### src/rtl/fetch_queue_pkg.sv
// Shared sizes, entry layout and reset PC for the fetch queue.
package fetch_queue_pkg;

    localparam int unsigned XLEN      = 32;
    localparam int unsigned FETCH_LEN = 4;
    localparam int unsigned FETCH_OFF = 3;
    localparam int unsigned QUEUE_LEN = 8;
    localparam int unsigned MAX_OUTST = 4;

    localparam int unsigned PTR_W = $clog2(QUEUE_LEN);
    localparam int unsigned CNT_W = PTR_W + 1;
    localparam int unsigned OUT_W = $clog2(MAX_OUTST + 1);
    // Wide enough to hold count + outstanding without overflow
    localparam int unsigned SUM_W = CNT_W + 1;

    localparam logic [XLEN-1:0] RESET_PC = 32'h200;

    typedef struct packed {
        logic [XLEN-1:0] instr;
        logic [XLEN-1:0] pc;
        logic            err;
    } entry_t;

    localparam int unsigned ENTRY_W = $bits(entry_t);

endpackage

### src/rtl/fetch_queue_ram.sv
// Fetch queue storage: one write port, FETCH_LEN read ports rotated from rd_ptr.
module fetch_queue_ram
    import fetch_queue_pkg::*;
(
    input  logic                     clk,
    input  logic                     we,
    input  logic [PTR_W-1:0]         waddr,
    input  entry_t                   wdata,
    input  logic [PTR_W-1:0]         rd_ptr,
    output entry_t [FETCH_LEN-1:0]   rdata
);

    entry_t mem_q [QUEUE_LEN];

    // Write port; contents need no reset since the window is gated by count
    always_ff @(posedge clk) begin
        if (we) begin
            mem_q[waddr] <= wdata;
        end
    end

    // Read ports: entry i sits at rd_ptr + i with natural pointer wrap
    always_comb begin
        for (int i = 0; i < FETCH_LEN; i++) begin
            rdata[i] = mem_q[rd_ptr + PTR_W'(i)];
        end
    end

endmodule

### src/rtl/fetch_queue.sv
// Instruction fetch queue: sequential requests with credit flow control, in-order
// response buffering, FETCH_LEN-wide window, partial retire and jump flush.
// Optional zero-latency response bypass into an empty window: FETCH_QUEUE_BYPASS_EN.
module fetch_queue
    import fetch_queue_pkg::*;
(
    input  logic                      clk,
    input  logic                      rst,
    output logic                      imem_req,
    output logic [XLEN-1:0]           imem_addr,
    input  logic                      imem_gnt,
    input  logic                      imem_rvld,
    input  logic [XLEN-1:0]           imem_rdata,
    input  logic                      imem_err,
    output logic [FETCH_LEN-1:0]      fetch_vld,
    output logic [FETCH_LEN*XLEN-1:0] fetch_instr,
    output logic [FETCH_LEN*XLEN-1:0] fetch_pc,
    output logic [FETCH_LEN-1:0]      fetch_err,
    input  logic [FETCH_OFF-1:0]      fetch_offset,
    input  logic                      jump_vld,
    input  logic [XLEN-1:0]           jump_pc
);

    logic [CNT_W-1:0] count_q, count_d;
    logic [PTR_W-1:0] rd_ptr_q, rd_ptr_d;
    logic [PTR_W-1:0] wr_ptr_q, wr_ptr_d;
    logic [OUT_W-1:0] outst_q, outst_d;
    logic [OUT_W-1:0] drop_q, drop_d;
    logic [XLEN-1:0]  req_pc_q, req_pc_d;
    logic [XLEN-1:0]  resp_pc_q, resp_pc_d;
    logic             halted_q, halted_d;

    logic             issue, rsp_take, rsp_drop, push, byp;
    logic [CNT_W-1:0] pop;
    entry_t           rsp_entry;
    entry_t [FETCH_LEN-1:0] rd_entries;

    // Request credit, response classification and retire amount
    always_comb begin
        imem_req = ~rst & ~halted_q & ~jump_vld & (outst_q < OUT_W'(MAX_OUTST)) &
                   ((SUM_W'(count_q) + SUM_W'(outst_q)) < SUM_W'(QUEUE_LEN));
        issue    = imem_req & imem_gnt;
        rsp_take = imem_rvld & (drop_q == '0);
        rsp_drop = imem_rvld & (drop_q != '0);
        rsp_entry.instr = imem_err ? '0 : imem_rdata;
        rsp_entry.pc    = resp_pc_q;
        rsp_entry.err   = imem_err;
`ifdef FETCH_QUEUE_BYPASS_EN
        byp = rsp_take & ~jump_vld & (count_q == '0);
`else
        byp = 1'b0;
`endif
        // A bypassed word that the scheduler consumes at once is never stored
        push = rsp_take & ~jump_vld & ~(byp & (fetch_offset != '0));
        pop  = (CNT_W'(fetch_offset) > count_q) ? count_q : CNT_W'(fetch_offset);
    end

    // Next-state: jump flushes and redirects, otherwise push/pop/issue
    always_comb begin
        count_d   = count_q;
        rd_ptr_d  = rd_ptr_q;
        wr_ptr_d  = wr_ptr_q;
        outst_d   = outst_q;
        drop_d    = drop_q;
        req_pc_d  = req_pc_q;
        resp_pc_d = resp_pc_q;
        halted_d  = halted_q;
        if (jump_vld) begin
            count_d   = '0;
            rd_ptr_d  = wr_ptr_q;
            outst_d   = outst_q - OUT_W'(imem_rvld);
            // Everything still in flight belongs to the old path
            drop_d    = outst_q - OUT_W'(imem_rvld);
            req_pc_d  = {jump_pc[XLEN-1:2], 2'b00};
            resp_pc_d = {jump_pc[XLEN-1:2], 2'b00};
            halted_d  = 1'b0;
        end else begin
            outst_d  = outst_q + OUT_W'(issue) - OUT_W'(imem_rvld);
            drop_d   = drop_q - OUT_W'(rsp_drop);
            if (issue) begin
                req_pc_d = req_pc_q + XLEN'(4);
            end
            if (rsp_take) begin
                resp_pc_d = resp_pc_q + XLEN'(4);
                if (imem_err) begin
                    halted_d = 1'b1;
                end
            end
            if (push) begin
                wr_ptr_d = wr_ptr_q + PTR_W'(1);
            end
            rd_ptr_d = rd_ptr_q + pop[PTR_W-1:0];
            count_d  = count_q + CNT_W'(push) - pop;
        end
    end

    // State registers with synchronous reset
    always_ff @(posedge clk) begin
        if (rst) begin
            count_q   <= '0;
            rd_ptr_q  <= '0;
            wr_ptr_q  <= '0;
            outst_q   <= '0;
            drop_q    <= '0;
            req_pc_q  <= RESET_PC;
            resp_pc_q <= RESET_PC;
            halted_q  <= 1'b0;
        end else begin
            count_q   <= count_d;
            rd_ptr_q  <= rd_ptr_d;
            wr_ptr_q  <= wr_ptr_d;
            outst_q   <= outst_d;
            drop_q    <= drop_d;
            req_pc_q  <= req_pc_d;
            resp_pc_q <= resp_pc_d;
            halted_q  <= halted_d;
        end
    end

    assign imem_addr = req_pc_q;

    fetch_queue_ram u_ram (
        .clk    (clk),
        .we     (push),
        .waddr  (wr_ptr_q),
        .wdata  (rsp_entry),
        .rd_ptr (rd_ptr_q),
        .rdata  (rd_entries)
    );

    // Window: valid entries from the queue, zeros beyond count
    always_comb begin
        entry_t e;
        for (int i = 0; i < FETCH_LEN; i++) begin
            fetch_vld[i] = CNT_W'(i) < count_q;
            e = fetch_vld[i] ? rd_entries[i] : '0;
`ifdef FETCH_QUEUE_BYPASS_EN
            if (byp && i == 0) begin
                fetch_vld[i] = 1'b1;
                e = rsp_entry;
            end
`endif
            fetch_instr[i*XLEN +: XLEN] = e.instr;
            fetch_pc[i*XLEN +: XLEN]    = e.pc;
            fetch_err[i]                = e.err;
        end
    end

endmodule

### config.mk
export PLATFORM = sky130hd
export DESIGN_NAME = fetch_queue
export DESIGN_NICKNAME = d
export VERILOG_FILES = /design/src/rtl/fetch_queue_pkg.sv /design/src/rtl/fetch_queue_ram.sv /design/src/rtl/fetch_queue.sv
export SDC_FILE = /design/constraint.sdc
export NUM_CORES = 1
export LEC_CHECK = 0
export BUFFER_PORTS_ARGS = -buffer_cell sky130_fd_sc_hd__buf_2
export CAP_MARGIN = 20
export CORE_AREA = 2 2 260 313
export DETAILED_ROUTE_END_ITERATION = 8
export DIE_AREA = 0 0 262 315
export PLACE_DENSITY = 0.73
export SYNTH_ARGS = -nofsm -noshare
export SYNTH_HDL_FRONTEND = slang
export SYNTH_SLANG_ARGS = --single-unit
### constraint.sdc
create_clock -name clk -period 7.8 [get_ports clk]
set_input_delay 1.17 -clock clk [delete_from_list [all_inputs] [get_ports clk]]
set_output_delay 1.17 -clock clk [all_outputs]
set_load 0.02 [all_outputs]
==> run_results.csv <==
group,metric,value,unit
floorplan,initial_core_util,43.5,%
worst_setup_path,endpoint_kind,"primary output",
synthesis,ys_ff_latch,581,
sta,finalCritPeriodShare,77.2,%
worst_setup_path,r2r_start,"count_q[1]",
clock_tree,clk_pin_slew,0.07,ns
global_routing,met1_usage,29.5,%
clock_tree,cts_sinks,581,
synthesis,synthTopCellsByCount,"edfxtp_1 (504), mux4_2 (469), nor2_1 (205)",
floorplan,ios,370,
finish,fin_cells,3694,
min_path,hold_start,"imem_addr[3]",
power_and_ir_drop,seqPwrFrac,27.9,%
synthesis,synth_area_leaders,"edfxtp_1 (44%), mux4_2 (30%), mux2i_1 (5.2%), dfxtp_1 (4.4%), nor2_1 (2.2%)",
routing,antenna_left,0,
sta,fin_crit,6.02,ns
floorplan,die_x,262,um
worst_setup_path,crit_path_start,"rd_ptr_q[1]",
clock_tree,clockBufferDepth,3,
placed_design,io_buffer_count,357,
synthesis,avgSynthCellArea,15.0,um^2
worst_setup_path,crit_type,"reg -> out",
synthesis,synth.cell_area,0.0348,mm^2
power_and_ir_drop,sw_frac_of_total,41.5,%
synthesis,synth.distinct_cells,63,
floorplan,die_y,315,um
global_routing,grt_usage,23.8,%
synthesis,yosysWarningCount,0,
worst_setup_path,cp.required,6.63,ns
synthesis,syn_inst,2324,
power_and_ir_drop,powerDensity,327,mW/mm^2
sta,finalSetupViolCount,0,
global_routing,antenna_found_initial,4,
placed_design,pre_cts_ws,2.40,ns
synthesis,synth_top_flop_cell,"edfxtp_1",
clock_tree,cts_tree,"built",
global_routing,gr-max-usage-layer,"met2",
synthesis,synth_edf_count,504,
synthesis,seq_area_frac_synth,47.9,%
sta,finalClockSkew,0.0127,ns
global_routing,globalRouteMet2Util,41.4,%
placed_design,dp_cells,3577,
sta,worst_hold_slack,0.519,ns
finish,post-route-util,49.7,%
sta,worst_slack,1.78,ns
job,max_cap_violations,0,
sta,slew_headroom,24.5,%
power_and_ir_drop,peakVddDrop,0.000274,V
finish,syn_to_final_growth,14.1,%
routing,dr_total_vias,23590,
routing,totalWireLength,99900,um
sta,hold_viol_final,0,
sta,tightestPinTransition,1.13,ns
clock_tree,clk_latency,0.62,ns
sta,slew_violations,0,
worst_setup_path,worstPathArrival,4.85,ns
global_routing,grt_pass1_vias,23778,
floorplan,die-area,0.0825,mm^2
routing,routedWlPerCell,27.0,um
power_and_ir_drop,pwr-share-clk,23.6,%
power_and_ir_drop,p_leak,0.0133,uW
worst_setup_path,cp_max_fo,55,
routing,initialDrtViolationCount,2348,
finish,nNetsFinal,2695,
global_routing,grt_max_degree,138,
min_path,min_delay_path_depth,2,
clock_tree,postCtsHoldBufs,0,
sta,grt_setup_unrepaired,"false",
synthesis,yosysMostFrequentCell,"edfxtp_1",
synthesis,synth_top_area_share,43.5,%
worst_setup_path,r2r_cells,13,
routing,via_per_inst,6.39,
min_path,min_path_type,"reg -> reg",
routing,drt_pass1_iterations,7,
global_routing,met3_usage,4.56,%
clock_tree,post_cts_buffers,0,
clock_tree,h-tree-depth,2,
power_and_ir_drop,comb_power_share,48.5,%
synthesis,async_flop_share,0,%
finish,drive_above_1_share,38.3,%
global_routing,grt_pass1_wl,147000,um
power_and_ir_drop,p_sw,5380,uW
clock_tree,ctsResizeCount,0,
power_and_ir_drop,p_int,7610,uW
sta,max_clock_freq,166,MHz
placed_design,post-dp-hpwl,61500,um
sta,setup_tns,0,ns
floorplan,rows,114,
finish,fill_cells,6605,
global_routing,grt-ovfl-total,0,
outcome,outcome,"finished clean",
clock_tree,cts_buffers,60,
worst_setup_path,start_kind,"register",
placed_design,gp_congestion,0.872,
floorplan,core_area,0.0799,mm^2
clock_tree,cts-root-buf,"clkbuf_16",
routing,drc,0,
synthesis,synth_top_area_cell,"edfxtp_1",
flip-flops by register name, summed over array words and instances (netlist names):
register,count
outst_q,3
rd_ptr_q,3
halted_q,1
imem_addr,30
count_q,4
drop_q,3
resp_pc_q,30
u_ram.mem_q,504
wr_ptr_q,3
layer usage:
layer / part of all wire [%] / up-vias
met1: 35 / 12050
met2: 52 / 1406
li1: - / 9899
met3: 9.2 / 231
met4: 3.5 / 4
met5: 0.021 / -
path summary, 6_finish.rpt:
check                          end  slack [ns]
hold reg to reg       imem_addr[3]        0.52
setup reg to reg        outst_q[2]        4.23
setup / recovery  fetch_instr[100]        1.78
hold / removal        imem_addr[3]        0.52
per-stage QoR:
stage	total power, uW	cell area, um^2
finish	13000	39700
global route	13500	39700
CTS	13100	39600
detailed placement	9980	37500
global placement	9890	37500
floorplan	7860	34800
power by group through the flow:
stage | Clock (uW) | Sequential [uW] | Combinational (uW)
6_report | 3070 | 3620 | 6300
2_1_floorplan | 0 | 3590 | 4270
3_5_place_dp | 0 | 3690 | 6290
4_1_cts | 3120 | 3620 | 6320
3_3_place_gp | 0 | 3680 | 6210
5_1_grt | 3240 | 3640 | 6660
cell type report:
cell class / count / area, um^2 / area share [%]
Multi-Input combinational cell: 1502 / 17200 / 43.2
Clock buffer: 70 / 1610 / 4.06
Inverter: 44 / 168 / 0.423
Sequential cell: 581 / 16700 / 42.1
Antenna cell: 2 / 5.00 / 0.0126
Tap cell: 1044 / 1310 / 3.29
Clock inverter: 44 / 533 / 1.34
Timing Repair Buffer: 407 / 2210 / 5.56
cells by family after synthesis:
group                      share of synthesized area [%]
muxes                                               35.6
DFF                                                 47.9
and+or+nand+nor                                     7.35
buffers and inverters                               3.19
AOI/OAI and AO/OA                                   3.46
xor gates and xnor gates                            1.41
adders and majority gates                           1.00
other                                             0.0108
critical path, cell delays in order (launching register included):
cell	delay (ns)
dfxtp_4	0.90
inv_4	0.55
ha_4	0.35
xnor2_2	0.17
buf_4	0.46
buf_4	0.74
mux4_2	0.37
mux2i_1	0.07
nor2_1	0.26
buf_2	0.22
layout by cell type, fill, tap and decap left out, types with 8 or more instances in the layout:
master | Yosys | routed
ha_1 | 23 | 22
conb_1 | 1 | 10
mux4_2 | 469 | 469
xnor2_1 | 22 | 21
nand2_1 | 197 | 197
nand3_1 | 19 | 19
edfxtp_1 | 504 | 504
inv_1 | 40 | 40
nand4_1 | 24 | 24
nor3_1 | 17 | 13
o21ai_0 | 12 | 12
buf_2 | 95 | 357
inv_6 | 0 | 8
mux2i_1 | 182 | 182
nor2_1 | 205 | 202
bufinv_16 | 0 | 10
buf_4 | 14 | 47
nor2b_1 | 34 | 34
and3_1 | 10 | 10
a21boi_0 | 29 | 29
xor2_1 | 34 | 33
clkinvlp_4 | 0 | 9
clkbuf_16 | 0 | 62
dfxtp_1 | 77 | 74
a21oi_1 | 124 | 123
clkinv_2 | 0 | 8
and4_1 | 11 | 11
(Power assumes the default switching activity.)
